===== config.mk =====
export PLATFORM = sky130hd
export DESIGN_NAME = uart_mmio_ctrl
export DESIGN_NICKNAME = d
export VERILOG_FILES = /design/src/rtl/uart_mmio_ctrl.sv
export SDC_FILE = /design/constraint.sdc
export NUM_CORES = 1
export LEC_CHECK = 0
export BUFFER_PORTS_ARGS = -buffer_cell sky130_fd_sc_hd__buf_4
export CORE_MARGIN = 3
export CORE_UTILIZATION = 55
export CTS_CLUSTER_DIAMETER = 40
export CTS_CLUSTER_SIZE = 20
export DETAILED_ROUTE_END_ITERATION = 12
export GPL_TIMING_DRIVEN = 1
export PLACE_DENSITY = 0.74
export SLEW_MARGIN = 5
export SYNTH_ARGS = -nofsm -noshare
export SYNTH_HDL_FRONTEND = slang
export SYNTH_SLANG_ARGS = --single-unit

===== constraint.sdc =====
create_clock -name clk -period 4.08 [get_ports clk]
set_clock_uncertainty 0.05 [all_clocks]
set_input_delay 0.612 -clock clk [delete_from_list [all_inputs] [get_ports clk]]
set_output_delay 0.612 -clock clk [all_outputs]
set_load 0.05 [all_outputs]

===== src/rtl/uart_mmio_ctrl.sv =====
// uart_mmio_ctrl: memory-mapped UART controller with TX/RX byte FIFOs.
// Decodes core loads/stores to a 16-byte window at BASE_ADDR, schedules TX
// bytes onto the transmitter with valid/ready, and buffers received bytes.
// Optional feature macro: UART_MMIO_IRQ_EN (CTRL register and irq logic).
module uart_mmio_ctrl #(
  parameter logic [31:0] BASE_ADDR = 32'h0000_0400,
  parameter int unsigned TX_DEPTH  = 16,
  parameter int unsigned RX_DEPTH  = 16
) (
  input  logic        clk,
  input  logic        reset,
  input  logic [1:0]  MemWrite,
  input  logic        MemRead,
  input  logic [31:0] Addr,
  input  logic [31:0] WD,
  output logic [31:0] RD,
  output logic        Hit,
  output logic [7:0]  tx_data,
  output logic        tx_valid,
  input  logic        tx_ready,
  input  logic [7:0]  rx_data,
  input  logic        rx_valid,
  output logic        irq
);

  localparam int unsigned TX_AW = $clog2(TX_DEPTH);
  localparam int unsigned RX_AW = $clog2(RX_DEPTH);
  localparam int unsigned TX_PW = TX_AW + 1;
  localparam int unsigned RX_PW = RX_AW + 1;

  localparam logic [1:0] REG_TXDATA = 2'd0;
  localparam logic [1:0] REG_RXDATA = 2'd1;
  localparam logic [1:0] REG_STATUS = 2'd2;
  localparam logic [1:0] REG_CTRL   = 2'd3;

  typedef enum logic {
    IDLE = 1'b0,
    SEND = 1'b1
  } state_t;

  state_t state, state_next;

  // Bus decode
  logic       wr_en, rd_en;
  logic [1:0] reg_sel;

  // TX FIFO
  logic [7:0]       tx_mem [TX_DEPTH];
  logic [TX_PW-1:0] tx_wptr, tx_rptr;
  logic             tx_full, tx_empty, tx_push, tx_pop, tx_ovf_set;

  // RX FIFO
  logic [7:0]       rx_mem [RX_DEPTH];
  logic [RX_PW-1:0] rx_wptr, rx_rptr;
  logic             rx_full, rx_empty, rx_push, rx_pop, rx_ovr_set;
  logic [7:0]       rx_head;

  // Status / control
  logic        rx_overrun, tx_overflow, tx_busy;
  logic        status_wr, ctrl_wr;
  logic [31:0] status_word, ctrl_word;

  // Bits of the bus the register map never looks at
  logic unused_bits;
  assign unused_bits = ^{Addr[1:0], WD[31:8]};

  // Address decode: window hit and register select
  assign Hit     = (Addr[31:4] == BASE_ADDR[31:4]);
  assign wr_en   = Hit && (MemWrite != 2'b00);
  assign rd_en   = Hit && MemRead;
  assign reg_sel = Addr[3:2];

  assign status_wr = wr_en && (reg_sel == REG_STATUS);
  assign ctrl_wr   = wr_en && (reg_sel == REG_CTRL);

  // FIFO flags: equal indices, wrap bits decide full vs empty
  assign tx_empty = (tx_wptr == tx_rptr);
  assign tx_full  = (tx_wptr[TX_AW-1:0] == tx_rptr[TX_AW-1:0]) &&
                    (tx_wptr[TX_AW] != tx_rptr[TX_AW]);
  assign rx_empty = (rx_wptr == rx_rptr);
  assign rx_full  = (rx_wptr[RX_AW-1:0] == rx_rptr[RX_AW-1:0]) &&
                    (rx_wptr[RX_AW] != rx_rptr[RX_AW]);

  // Push/pop qualification; fullness is judged on registered pointers only
  assign tx_push    = wr_en && (reg_sel == REG_TXDATA) && !tx_full;
  assign tx_ovf_set = wr_en && (reg_sel == REG_TXDATA) && tx_full;
  assign rx_push    = rx_valid && !rx_full;
  assign rx_ovr_set = rx_valid && rx_full;
  assign rx_pop     = rd_en && (reg_sel == REG_RXDATA) && !rx_empty;

  assign rx_head = rx_mem[rx_rptr[RX_AW-1:0]];

  // TX FIFO storage write
  always_ff @(posedge clk) begin
    if (tx_push) begin
      tx_mem[tx_wptr[TX_AW-1:0]] <= WD[7:0];
    end
  end

  // TX FIFO pointers
  always_ff @(posedge clk) begin
    if (reset) begin
      tx_wptr <= '0;
      tx_rptr <= '0;
    end else begin
      if (tx_push) tx_wptr <= tx_wptr + TX_PW'(1);
      if (tx_pop)  tx_rptr <= tx_rptr + TX_PW'(1);
    end
  end

  // RX FIFO storage write
  always_ff @(posedge clk) begin
    if (rx_push) begin
      rx_mem[rx_wptr[RX_AW-1:0]] <= rx_data;
    end
  end

  // RX FIFO pointers
  always_ff @(posedge clk) begin
    if (reset) begin
      rx_wptr <= '0;
      rx_rptr <= '0;
    end else begin
      if (rx_push) rx_wptr <= rx_wptr + RX_PW'(1);
      if (rx_pop)  rx_rptr <= rx_rptr + RX_PW'(1);
    end
  end

  // TX scheduler state register; tx_valid mirrors the SEND state
  always_ff @(posedge clk) begin
    if (reset) begin
      state    <= IDLE;
      tx_valid <= 1'b0;
    end else begin
      state    <= state_next;
      tx_valid <= (state_next == SEND);
    end
  end

  // TX scheduler next-state logic
  always_comb begin
    state_next = state;
    case (state)
      IDLE: if (!tx_empty) state_next = SEND;
      SEND: if (tx_ready && tx_empty) state_next = IDLE;
      default: state_next = IDLE;
    endcase
  end

  // TX scheduler outputs: pop the FIFO head whenever a new byte is loaded
  always_comb begin
    tx_pop = 1'b0;
    case (state)
      IDLE: tx_pop = !tx_empty;
      SEND: tx_pop = tx_ready && !tx_empty;
      default: tx_pop = 1'b0;
    endcase
  end

  // Transmit byte register, held stable while waiting for tx_ready
  always_ff @(posedge clk) begin
    if (reset) begin
      tx_data <= 8'h00;
    end else if (tx_pop) begin
      tx_data <= tx_mem[tx_rptr[TX_AW-1:0]];
    end
  end

  // Sticky error flags: write-1-to-clear, a same-cycle event wins over the clear
  always_ff @(posedge clk) begin
    if (reset) begin
      rx_overrun  <= 1'b0;
      tx_overflow <= 1'b0;
    end else begin
      if (rx_ovr_set)              rx_overrun <= 1'b1;
      else if (status_wr && WD[4]) rx_overrun <= 1'b0;
      if (tx_ovf_set)              tx_overflow <= 1'b1;
      else if (status_wr && WD[5]) tx_overflow <= 1'b0;
    end
  end

  assign tx_busy = (state == SEND) || !tx_empty;

  assign status_word = {25'b0, tx_busy, tx_overflow, rx_overrun,
                        rx_full, rx_empty, tx_empty, tx_full};

`ifdef UART_MMIO_IRQ_EN
  logic rxie, txie;

  // Interrupt enable register
  always_ff @(posedge clk) begin
    if (reset) begin
      rxie <= 1'b0;
      txie <= 1'b0;
    end else if (ctrl_wr) begin
      rxie <= WD[0];
      txie <= WD[1];
    end
  end

  assign ctrl_word = {30'b0, txie, rxie};
  assign irq       = (rxie && !rx_empty) || (txie && tx_empty && (state == IDLE));
`else
  logic unused_ctrl;
  assign unused_ctrl = ctrl_wr;
  assign ctrl_word   = 32'h0;
  assign irq         = 1'b0;
`endif

  // Load data mux; zero outside the window or when no load is active
  always_comb begin
    RD = 32'h0;
    if (rd_en) begin
      case (reg_sel)
        REG_TXDATA: RD = 32'h0;
        REG_RXDATA: RD = rx_empty ? 32'h0 : {23'b0, 1'b1, rx_head};
        REG_STATUS: RD = status_word;
        REG_CTRL:   RD = ctrl_word;
        default:    RD = 32'h0;
      endcase
    end
  end

endmodule


* Word-level counts from Yosys, hierarchy flattened
Memory sizes are Yosys's and may differ from the RTL's. A register that Yosys moved wholly into a read port is not among the register bits. Index checks and enable logic that the tools add are counted.
Cells by class: add/subtract/negate cells 4, $mul 0, divide/modulo/power cells 0, order comparisons 0, equal/unequal tests 10, shift operators 0, mux-type cells 17, bitwise logic cells 1, reductions and logical operators 26
Operator list (count):
- $pmux 32 s3 | 1
- $mux 32 | 1
- $eq 28x7->1 const B | 1
- $add 5x1->5 const B | 4
- $logic_and 1x1->1 | 16
- $eq 5x5->1 | 2
- $mux 1 | 10
- $mux 9 | 1
- $eq 4x4->1 | 2
- $mux 4 | 2
- $reduce_bool 2->1 | 3
- $eq 2x2->1 const B | 2
- $logic_not 1->1 | 4
- $pmux 1 s2 | 2
- $eq 2x1->1 const B | 1
- $logic_not 2->1 | 1
- $ne 1x1->1 | 2
- $reduce_or 2->1 | 1
- $logic_or 1x1->1 | 1
- $not 1->1 | 1
Word-level totals: bits in registers 23, latch bits 0, memory bits (writable) 256, bits in read-only memories 0, input bits 79, output and inout port bits 43, word-level logic and storage cells 67, memories kept 2
Memory list:
- rx_mem | depth 16, width 8, read ports 1, clocked after memory_dff 1, wr ports 1, RTL line 53 | logic [7:0] rx_mem [RX_DEPTH];
- tx_mem | depth 16, width 8, read ports 1, clocked after memory_dff 1, wr ports 1, RTL line 48 | logic [7:0] tx_mem [TX_DEPTH];

* Logic depth before layout (Yosys ltp)
Gate-level depths: netlist of the first run.
depth after elaboration 6, gate-level depth with buffers 8, gate-level depth less buffers 8

* Worst setup path after synthesis of the first run
Ideal clock, no wire load.
path kind input -> output, start point input Addr[5], end point output RD[7], arrival 2.961 ns, required time 3.418 ns, path slack 0.457 ns, stages 6, buffers on the path 0, cells stage by stage nor4b_1 > nand4_1 > or2_1 > inv_2 > nand2_2 > a211oi_1
Between the ends: longest elaborated chain between the ends 3
RTL lines:
- start, declared | RTL line 14 | input logic [31:0] Addr,
- $eq 28x7->1 | RTL line 68 | assign Hit = (Addr[31:4] == BASE_ADDR[31:4]);
- via Hit | RTL line 17 | output logic Hit,
- $logic_and 1x1->1 | RTL line 70 | assign rd_en = Hit && MemRead;
- $mux 32 | RTL line 213 | if (rd_en) begin
- end, declared | RTL line 16 | output logic [31:0] RD,
The timed path passes the listed nets, and every way through them passes these cells.

==> Flow_metrics.wiki, run 1 <==
{| class="wikitable"
! Metric !! Value
|-
| Clock-pin slew reported for the worst setup and hold paths after clock tree synthesis || 0.07 ns
|-
| Number of enable flip-flop cells after synthesis || 256
|-
| Area growth from synthesis to layout || 15.65%
|-
| Part of the Yosys area used for sequential elements || 70.54%
|-
| Full die area || 23420 µm²
|-
| CP delay by family, top || flip-flops
|-
| Number of clock sinks || 291
|-
| Post-layout worst setup margin || 0.4074 ns
|-
| Net switching power || 1.528 mW
|-
| CP max-delay cell || sky130_fd_sc_hd__dfxtp_2
|-
| Antenna Diode Count || 0
|-
| Peak supply drop || 312.6 µV
|-
| Critical path class || flip-flop to primary output
|-
| Quantity of gates resized following cts || 0
|-
| Comb pwr share || 6.5%
|-
| Total clock buffers created by CTS || 30
|-
| Crit path time final || 3.673 ns
|-
| Met1 track demand over resource in global routing || 31.07%
|-
| Relative max-transition margin || 23.50%
|-
| Post-Syn Instances || 676
|-
| Drt total wl || 24370 µm
|-
| TritonCTS clock tree || built
|-
| Global-route layer with the greatest usage || met2
|-
| Antenna violations before repair || 0
|-
| Arrival time reported for the critical path endpoint || 3.01 ns
|-
| GRT met2 Usage || 31.62%
|-
| Clock insertion delay at the later pin of the skew report || 0.55 ns
|-
| Startpoint type of the worst setup path || flip-flop
|-
| Combined area of the multi-input logic cells || 3222 µm²
|-
| Clk root buf || sky130_fd_sc_hd__clkbuf_16
|-
| Average wire per cell in the routed design || 22.88 µm
|-
| Min-delay worst type || input port to flip-flop
|-
| Netlist cell types || 51
|-
| Net Sw Frac || 23.40%
|-
| H-tree level count || 1
|-
| Most frequent cells in the layout || sky130_fd_sc_hd__edfxtp_1, sky130_fd_sc_hd__buf_4, sky130_fd_sc_hd__mux4_2, sky130_fd_sc_hd__nor2_1, sky130_fd_sc_hd__dfxtp_1
|-
| Detailed-route DRC error count || 0
|-
| Routed via count divided by cell count || 6.049
|-
| Place WS || 0.7649 ns
|-
| Worst-Margin Slew || 1.145 ns
|-
| Crit-path max cell delay || 0.81 ns
|-
| Final period util || 90.02%
|-
| Commonest non-fill, non-tap cell in the layout || sky130_fd_sc_hd__edfxtp_1
|-
| Flop pwr share || 50.6%
|-
| Aggregate global routing overflow || 0
|-
| Maximum clock rate || 272.3 MHz
|-
| Detail Placement HPWL || 16080 µm
|-
| Biggest fanout along the worst timing path || 19
|-
| Number of vias in the routed layout || 6442
|-
| Filler instances || 1397
|-
| Routability-driven placement congestion ratio || 0.8061
|-
| Number of hold violations in the final report || 0
|-
| Total power draw || 6.533 mW
|-
| Die span in y || 153.0 µm
|-
| Most frequent cell on the critical path || sky130_fd_sc_hd__buf_4
|-
| Total Nets Final || 855
|-
| Final Max Slew Viols || 0
|-
| Number of placed I/O pins || 122
|-
| Part of the power in the clock network || 42.9%
|-
| Buffer depth of the longest clock path || 3
|-
| Critical path, cell by cell || buf_4 -> mux4_2 -> mux2_2 -> a21oi_1 -> o22ai_1 -> buf_4
|-
| Buffers on Ports || 71
|-
| Flip-flop and latch count after synthesis || 291
|-
| Global Route met3 Usage || 4.190%
|-
| Post-Synthesis Mean Instance Area || 17.59 µm²
|-
| Initial core utilization || 56.21%
|-
| Overall global routing resource usage || 20.76%
|-
| DRT iter0 DRCs || 695
|-
| Final setup vio count || 0
|-
| Area share of the leading cell type in the synthesized netlist || 64.65%
|-
| Int Pwr || 5.004 mW
|-
| Number of optimization iterations in the first detailed-route pass || 5
|-
| Cell types occupying the most area after synthesis || sky130_fd_sc_hd__edfxtp_1, sky130_fd_sc_hd__mux4_2, sky130_fd_sc_hd__dfxtp_1, sky130_fd_sc_hd__mux2i_1, sky130_fd_sc_hd__buf_4
|-
| Post-Syn Area || 11890 µm²
|-
| Share of post-route cells with drive strength above 1 || 29.11%
|-
| Count of yosys warnings during synthesis || 0
|-
| Post-CTS repair timing setup buffer count || 0
|-
| Area of the placeable core || 21150 µm²
|-
| Status || completed
|-
| Cell type contributing the most total cell area after synthesis || sky130_fd_sc_hd__edfxtp_1
|-
| Endpoint required time on the critical path || 3.42 ns
|-
| Power per Cell Area || 475.0 nW/µm²
|-
| Synth Flop Type || sky130_fd_sc_hd__edfxtp_1
|-
| Number of standard-cell rows in the floorplan || 53
|-
| Fraction of registers with async set or reset after synthesis || 0%
|-
| Static power due to leakage || 4.620 nW
|-
| CTS Hold Bufs || 0
|-
| Max-capacitance violation count || 0
|-
| Pin count of the biggest net entering global routing || 39
|-
| Horiz. Die Dim || 153.0 µm
|-
| Residual antenna-violating net count after detailed routing || 0
|-
| Vias in the first global route || 6593
|-
| Global-route wire length before repair || 37610 µm
|-
| Register Area || 8391 µm²
|-
| Crit path buffers/inverters || 2
|-
| Crit. End Element || primary output
|-
| Setup TNS after final layout || 0 ns
|-
| Unrepaired setup endpoints after global routing || false
|}
-- Yosys cell counts (2+ instances only) --
master                     number
sky130_fd_sc_hd__mux2_2         9
sky130_fd_sc_hd__a21o_1         3
sky130_fd_sc_hd__mux4_2        64
sky130_fd_sc_hd__xor2_2         3
sky130_fd_sc_hd__ha_1          10
sky130_fd_sc_hd__nand3_1        6
sky130_fd_sc_hd__nor4_1         6
sky130_fd_sc_hd__buf_4         25
sky130_fd_sc_hd__o22ai_1        7
sky130_fd_sc_hd__and2_1         3
sky130_fd_sc_hd__nand4_1        4
sky130_fd_sc_hd__nor2_1        46
sky130_fd_sc_hd__nand3b_1       2
sky130_fd_sc_hd__xor2_1         7
sky130_fd_sc_hd__a22oi_1       16
sky130_fd_sc_hd__xnor2_1        7
sky130_fd_sc_hd__buf_1          4
sky130_fd_sc_hd__o41ai_1        2
sky130_fd_sc_hd__nor3_1         5
sky130_fd_sc_hd__or3_1          3
sky130_fd_sc_hd__nor2b_1        8
sky130_fd_sc_hd__inv_2          2
sky130_fd_sc_hd__dfxtp_1       35
sky130_fd_sc_hd__a211oi_1       3
sky130_fd_sc_hd__a21oi_1       23
sky130_fd_sc_hd__and3_1        16
sky130_fd_sc_hd__clkbuf_1      18
sky130_fd_sc_hd__mux2i_1       19
sky130_fd_sc_hd__nand2_1       25
sky130_fd_sc_hd__edfxtp_1     256
sky130_fd_sc_hd__inv_1         12
sky130_fd_sc_hd__buf_2          8
-- power groups by stage --
stage	clock network (mW)	logic, mW	registers [mW]
after floorplan	0	0.200	3.45
after global placement	0	0.411	3.37
after detailed placement	0	0.424	3.37
after CTS	2.84	0.426	3.30
after global routing	2.98	0.452	3.31
final	2.80	0.425	3.31
-- stage by stage --
step	std cells	util, %	area (µm²)	hold WS (ns)
after CTS	1065	65.01	13750	0.2959
after floorplan	699	-	11980	0.3881
after global routing	1065	65.01	13750	0.3006
after detailed placement	1009	60.06	12700	0.4098
final	1065	65.01	13750	0.3142
after global placement	1009	60.06	12700	0.4064
-- state kept, by name (all words and copies together) (netlist names), named ones only --
register and cells:
rx_rptr 5, rx_overrun 1, rx_mem 128, tx_overflow 1, tx_data 8, tx_rptr 5
tx_wptr 5, tx_mem 128, rx_wptr 5, state 1
-- cell type report --
| cell class | count | area share (%) |
|---|---|---|
| Clock buffer | 33 | 5.768 |
| Multi-Input combinational cell | 338 | 23.43 |
| Inverter | 14 | 0.3821 |
| Tap cell | 275 | 2.502 |
| Timing Repair Buffer | 91 | 5.059 |
| Clock inverter | 23 | 1.847 |
| Sequential cell | 291 | 61.01 |
-- final timing paths --
| check | startpoint | to | slack [ns] | cells past startpoint |
|---|---|---|---|---|
| setup / recovery | flip-flop | RD[3] | 0.41 | 6 |
| hold / removal | rx_data[7] | rx_mem[14][7]$_DFFE_PP_ | 0.31 | 1 |
| setup reg to reg | tx_wptr[2]$_SDFFE_PP0P_ | tx_mem[11][1]$_DFFE_PP_ | 1.13 | 5 |
| hold reg to reg | rx_overrun$_SDFFE_PP0P_ | rx_overrun$_SDFFE_PP0P_ | 0.43 | 2 |
-- layer usage --
layer  vias up  wire [µm]
met1      3273      10370
met5         -          0
met4         0        544
met3        46       1980
li1       2811          -
met2       312      11480
-- kinds of logic after synthesis --
kind of cell             Yosys count  share of synthesized area, %
buffers and inverters             70                         3.093
other                              1                       0.03154
adder cells (fa/ha/maj)           10                         1.052
AO/OA/AOI/OAI                     61                         3.525
AND/OR/NAND/NOR                  133                         5.650
multiplexers                      93                         14.67
flip-flops                       291                         70.54
XOR/XNOR                          17                         1.442
Note: power is estimated with default switching activity, not from simulation.
==> inputs of run 2 (changes only) <==
--- a/config.mk
+++ b/config.mk
@@ -7,12 +7,13 @@
 export LEC_CHECK = 0
 export BUFFER_PORTS_ARGS = -buffer_cell sky130_fd_sc_hd__buf_4
 export CORE_MARGIN = 3
-export CORE_UTILIZATION = 55
+export CORE_UTILIZATION = 63
 export CTS_CLUSTER_DIAMETER = 40
 export CTS_CLUSTER_SIZE = 20
 export DETAILED_ROUTE_END_ITERATION = 12
+export GPL_ROUTABILITY_DRIVEN = 1
 export GPL_TIMING_DRIVEN = 1
-export PLACE_DENSITY = 0.74
+export PLACE_DENSITY = 0.83
 export SLEW_MARGIN = 5
 export SYNTH_ARGS = -nofsm -noshare
 export SYNTH_HDL_FRONTEND = slang
==> run 2 against run 1 <==
  * Count of clock-buffer cells in the layout is 1 lower
  * Power hardly changed
  * Non-clock buffer count is 9 lower
  * Fmax is 6.1% higher
  * Critical endpoint is now RD[4]
  * Largest cell class unchanged
  * Highest routed layer unchanged
==> Flow_metrics.wiki, run 2 (synthesized netlist as in run 1, its figures left out) <==
{| class="wikitable"
! Metric !! Value
|-
| Status || completed
|-
| Crit-path max cell delay || 0.54 ns
|-
| Detailed-route DRC error count || 0
|-
| Global-route wire length before repair || 38800 µm
|-
| Final worst hold slack || 0.3172 ns
|-
| Pin count of the biggest net entering global routing || 39
|-
| Area of the placeable core || 18270 µm²
|-
| Detail Placement HPWL || 15510 µm
|-
| Start point of the worst min-delay path || rx_data[6]
|-
| Relative max-transition margin || 17.38%
|-
| CP delay by family, top || multiplexers
|-
| Startpoint type of the worst setup path || flip-flop
|-
| Vias in the first global route || 6814
|-
| Final Max Slew Viols || 0
|-
| Total clock buffers created by CTS || 30
|-
| Clock-pin slew reported for the worst setup and hold paths after clock tree synthesis || 0.06 ns
|-
| Horiz. Die Dim || 143.4 µm
|-
| Min-delay worst type || input port to flip-flop
|-
| TritonCTS clock tree || built
|-
| Capture endpoint of the worst hold path || rx_mem[8][6]$_DFFE_PP_
|-
| Total Nets Final || 846
|-
| Area growth from synthesis to layout || 14.44%
|-
| Full die area || 20560 µm²
|-
| Quantity of gates resized following cts || 0
|-
| Initial core utilization || 65.09%
|-
| Setup TNS after final layout || 0 ns
|-
| Filler instances || 1002
|-
| DRT iter0 DRCs || 620
|-
| H-tree level count || 1
|-
| Number of clock sinks || 291
|-
| Max-capacitance violation count || 0
|-
| Number of optimization iterations in the first detailed-route pass || 5
|-
| Critical path class || flip-flop to primary output
|-
| Routed via count divided by cell count || 6.472
|-
| Critical path, cell by cell || buf_12 -> mux4_2 -> mux2i_1 -> nor2_1 -> a21oi_1 -> o22ai_1 -> buf_4
|-
| Power per Cell Area || 480.1 nW/µm²
|-
| Number of hold violations in the final report || 0
|-
| Crit path time final || 3.461 ns
|-
| Antenna violations before repair || 0
|-
| Residual antenna-violating net count after detailed routing || 0
|-
| Clock insertion delay at the later pin of the skew report || 0.55 ns
|-
| Unrepaired setup endpoints after global routing || false
|-
| Average wire per cell in the routed design || 24.73 µm
|-
| Peak supply drop || 449.4 µV
|-
| Buffers on Ports || 71
|-
| Antenna Diode Count || 0
|-
| Crit path buffers/inverters || 2
|-
| Register-to-Register Setup Slack || 0.96 ns
|-
| Static power due to leakage || 4.553 nW
|-
| CTS Hold Bufs || 0
|-
| Biggest fanout along the worst timing path || 32
|-
| Number of vias in the routed layout || 6537
|-
| Buffer depth of the longest clock path || 3
|-
| Worst-Margin Slew || 1.237 ns
|-
| Overall global routing resource usage || 25.10%
|-
| Routability-driven placement congestion ratio || 0.8108
|-
| Number of cells on the worst hold path || 1
|-
| Commonest non-fill, non-tap cell in the layout || sky130_fd_sc_hd__edfxtp_1
|-
| CP max-delay cell || sky130_fd_sc_hd__mux4_2
|-
| Final setup vio count || 0
|-
| Maximum clock rate || 289.0 MHz
|-
| Critical register-to-register path startpoint || tx_wptr[2]$_SDFFE_PP0P_
|-
| Crit. End Element || primary output
|-
| Arrival time reported for the critical path endpoint || 2.80 ns
|-
| Worst r2r path cells || 5
|-
| Drt total wl || 24980 µm
|-
| Post-CTS repair timing setup buffer count || 0
|-
| Endpoint required time on the critical path || 3.42 ns
|-
| Share of post-route cells with drive strength above 1 || 28.30%
|-
| Number of standard-cell rows in the floorplan || 49
|-
| Most frequent cells in the layout || sky130_fd_sc_hd__edfxtp_1, sky130_fd_sc_hd__buf_4, sky130_fd_sc_hd__mux4_2, sky130_fd_sc_hd__nor2_1, sky130_fd_sc_hd__dfxtp_1
|-
| Total power draw || 6.533 mW
|-
| Number of placed I/O pins || 122
|-
| Clk root buf || sky130_fd_sc_hd__clkbuf_16
|-
| Aggregate global routing overflow || 0
|-
| Final period util || 84.82%
|-
| Die span in y || 143.4 µm
|-
| Endpoint of the most critical register-to-register path || tx_mem[15][5]$_DFFE_PP_
|}
run 2: cell count changes in the layout (fill, tap and decap cells not counted), sizes merged:
cell and delta:
clkinvlp +4, clkinv -1, clkbuf -1, bufinv +1, inv -3, buf -9
run 2: worst register-to-register path: cells and delay by family (launching register included):
family | cells | cell delay, ns
AND/OR/NAND/NOR | 3 | 1.19
AO/OA/AOI/OAI | 1 | 0.61
XOR/XNOR | 1 | 0.28
flip-flops | 1 | 0.61
run 2: worst max-delay path by stage:
stage	startpoint	slack, ns	depth (start not counted)	end
after CTS	flip-flop	0.64	7	RD[4]
after floorplan	Addr[5]	0.46	6	RD[7]
final	flip-flop	0.62	7	RD[4]
after global placement	Addr[5]	0.79	8	RD[1]
after detailed placement	Addr[5]	0.80	8	RD[1]
after global routing	flip-flop	0.55	7	RD[4]
run 2: per-stage QoR:
stage / utilization [%] / worst slack (ns) / area, µm² / cells
global placement: 68.85 / 0.7850 / 12580 / 954
finish: 74.48 / 0.6194 / 13610 / 1010
floorplan: - / 0.4566 / 11980 / 699
global route: 74.48 / 0.5501 / 13610 / 1010
CTS: 74.48 / 0.6368 / 13610 / 1010
detailed placement: 68.85 / 0.7954 / 12580 / 954
run 2: layout make-up:
| type | instances | area (µm²) | share of cell area (%) |
|---|---|---|---|
| Sequential cell | 291 | 8391 | 61.66 |
| Clock inverter | 24 | 249.0 | 1.830 |
| Tap cell | 229 | 286.5 | 2.106 |
| Inverter | 14 | 52.55 | 0.3862 |
| Timing Repair Buffer | 82 | 628.1 | 4.616 |
| Clock buffer | 32 | 779.5 | 5.728 |
| Multi-Input combinational cell | 338 | 3222 | 23.68 |
run 2: report_power, final:
| part | internal (mW) | leakage [nW] | switching, mW |
|---|---|---|---|
| Clock | 1.61 | 0.486 | 1.19 |
| Sequential | 3.28 | 2.59 | 0.0285 |
| Combinational | 0.139 | 1.48 | 0.293 |
run 2: metal layers:
| metal | global-route usage [%] | vias to the layer above | part of all wire, % |
|---|---|---|---|
| met3 | 4.493 | 63 | 9.6 |
| met4 | 7.780 | 0 | 2.7 |
| met2 | 38.74 | 403 | 48 |
| li1 | - | 2779 | - |
| met5 | 0 | - | 0 |
| met1 | 37.61 | 3292 | 40 |
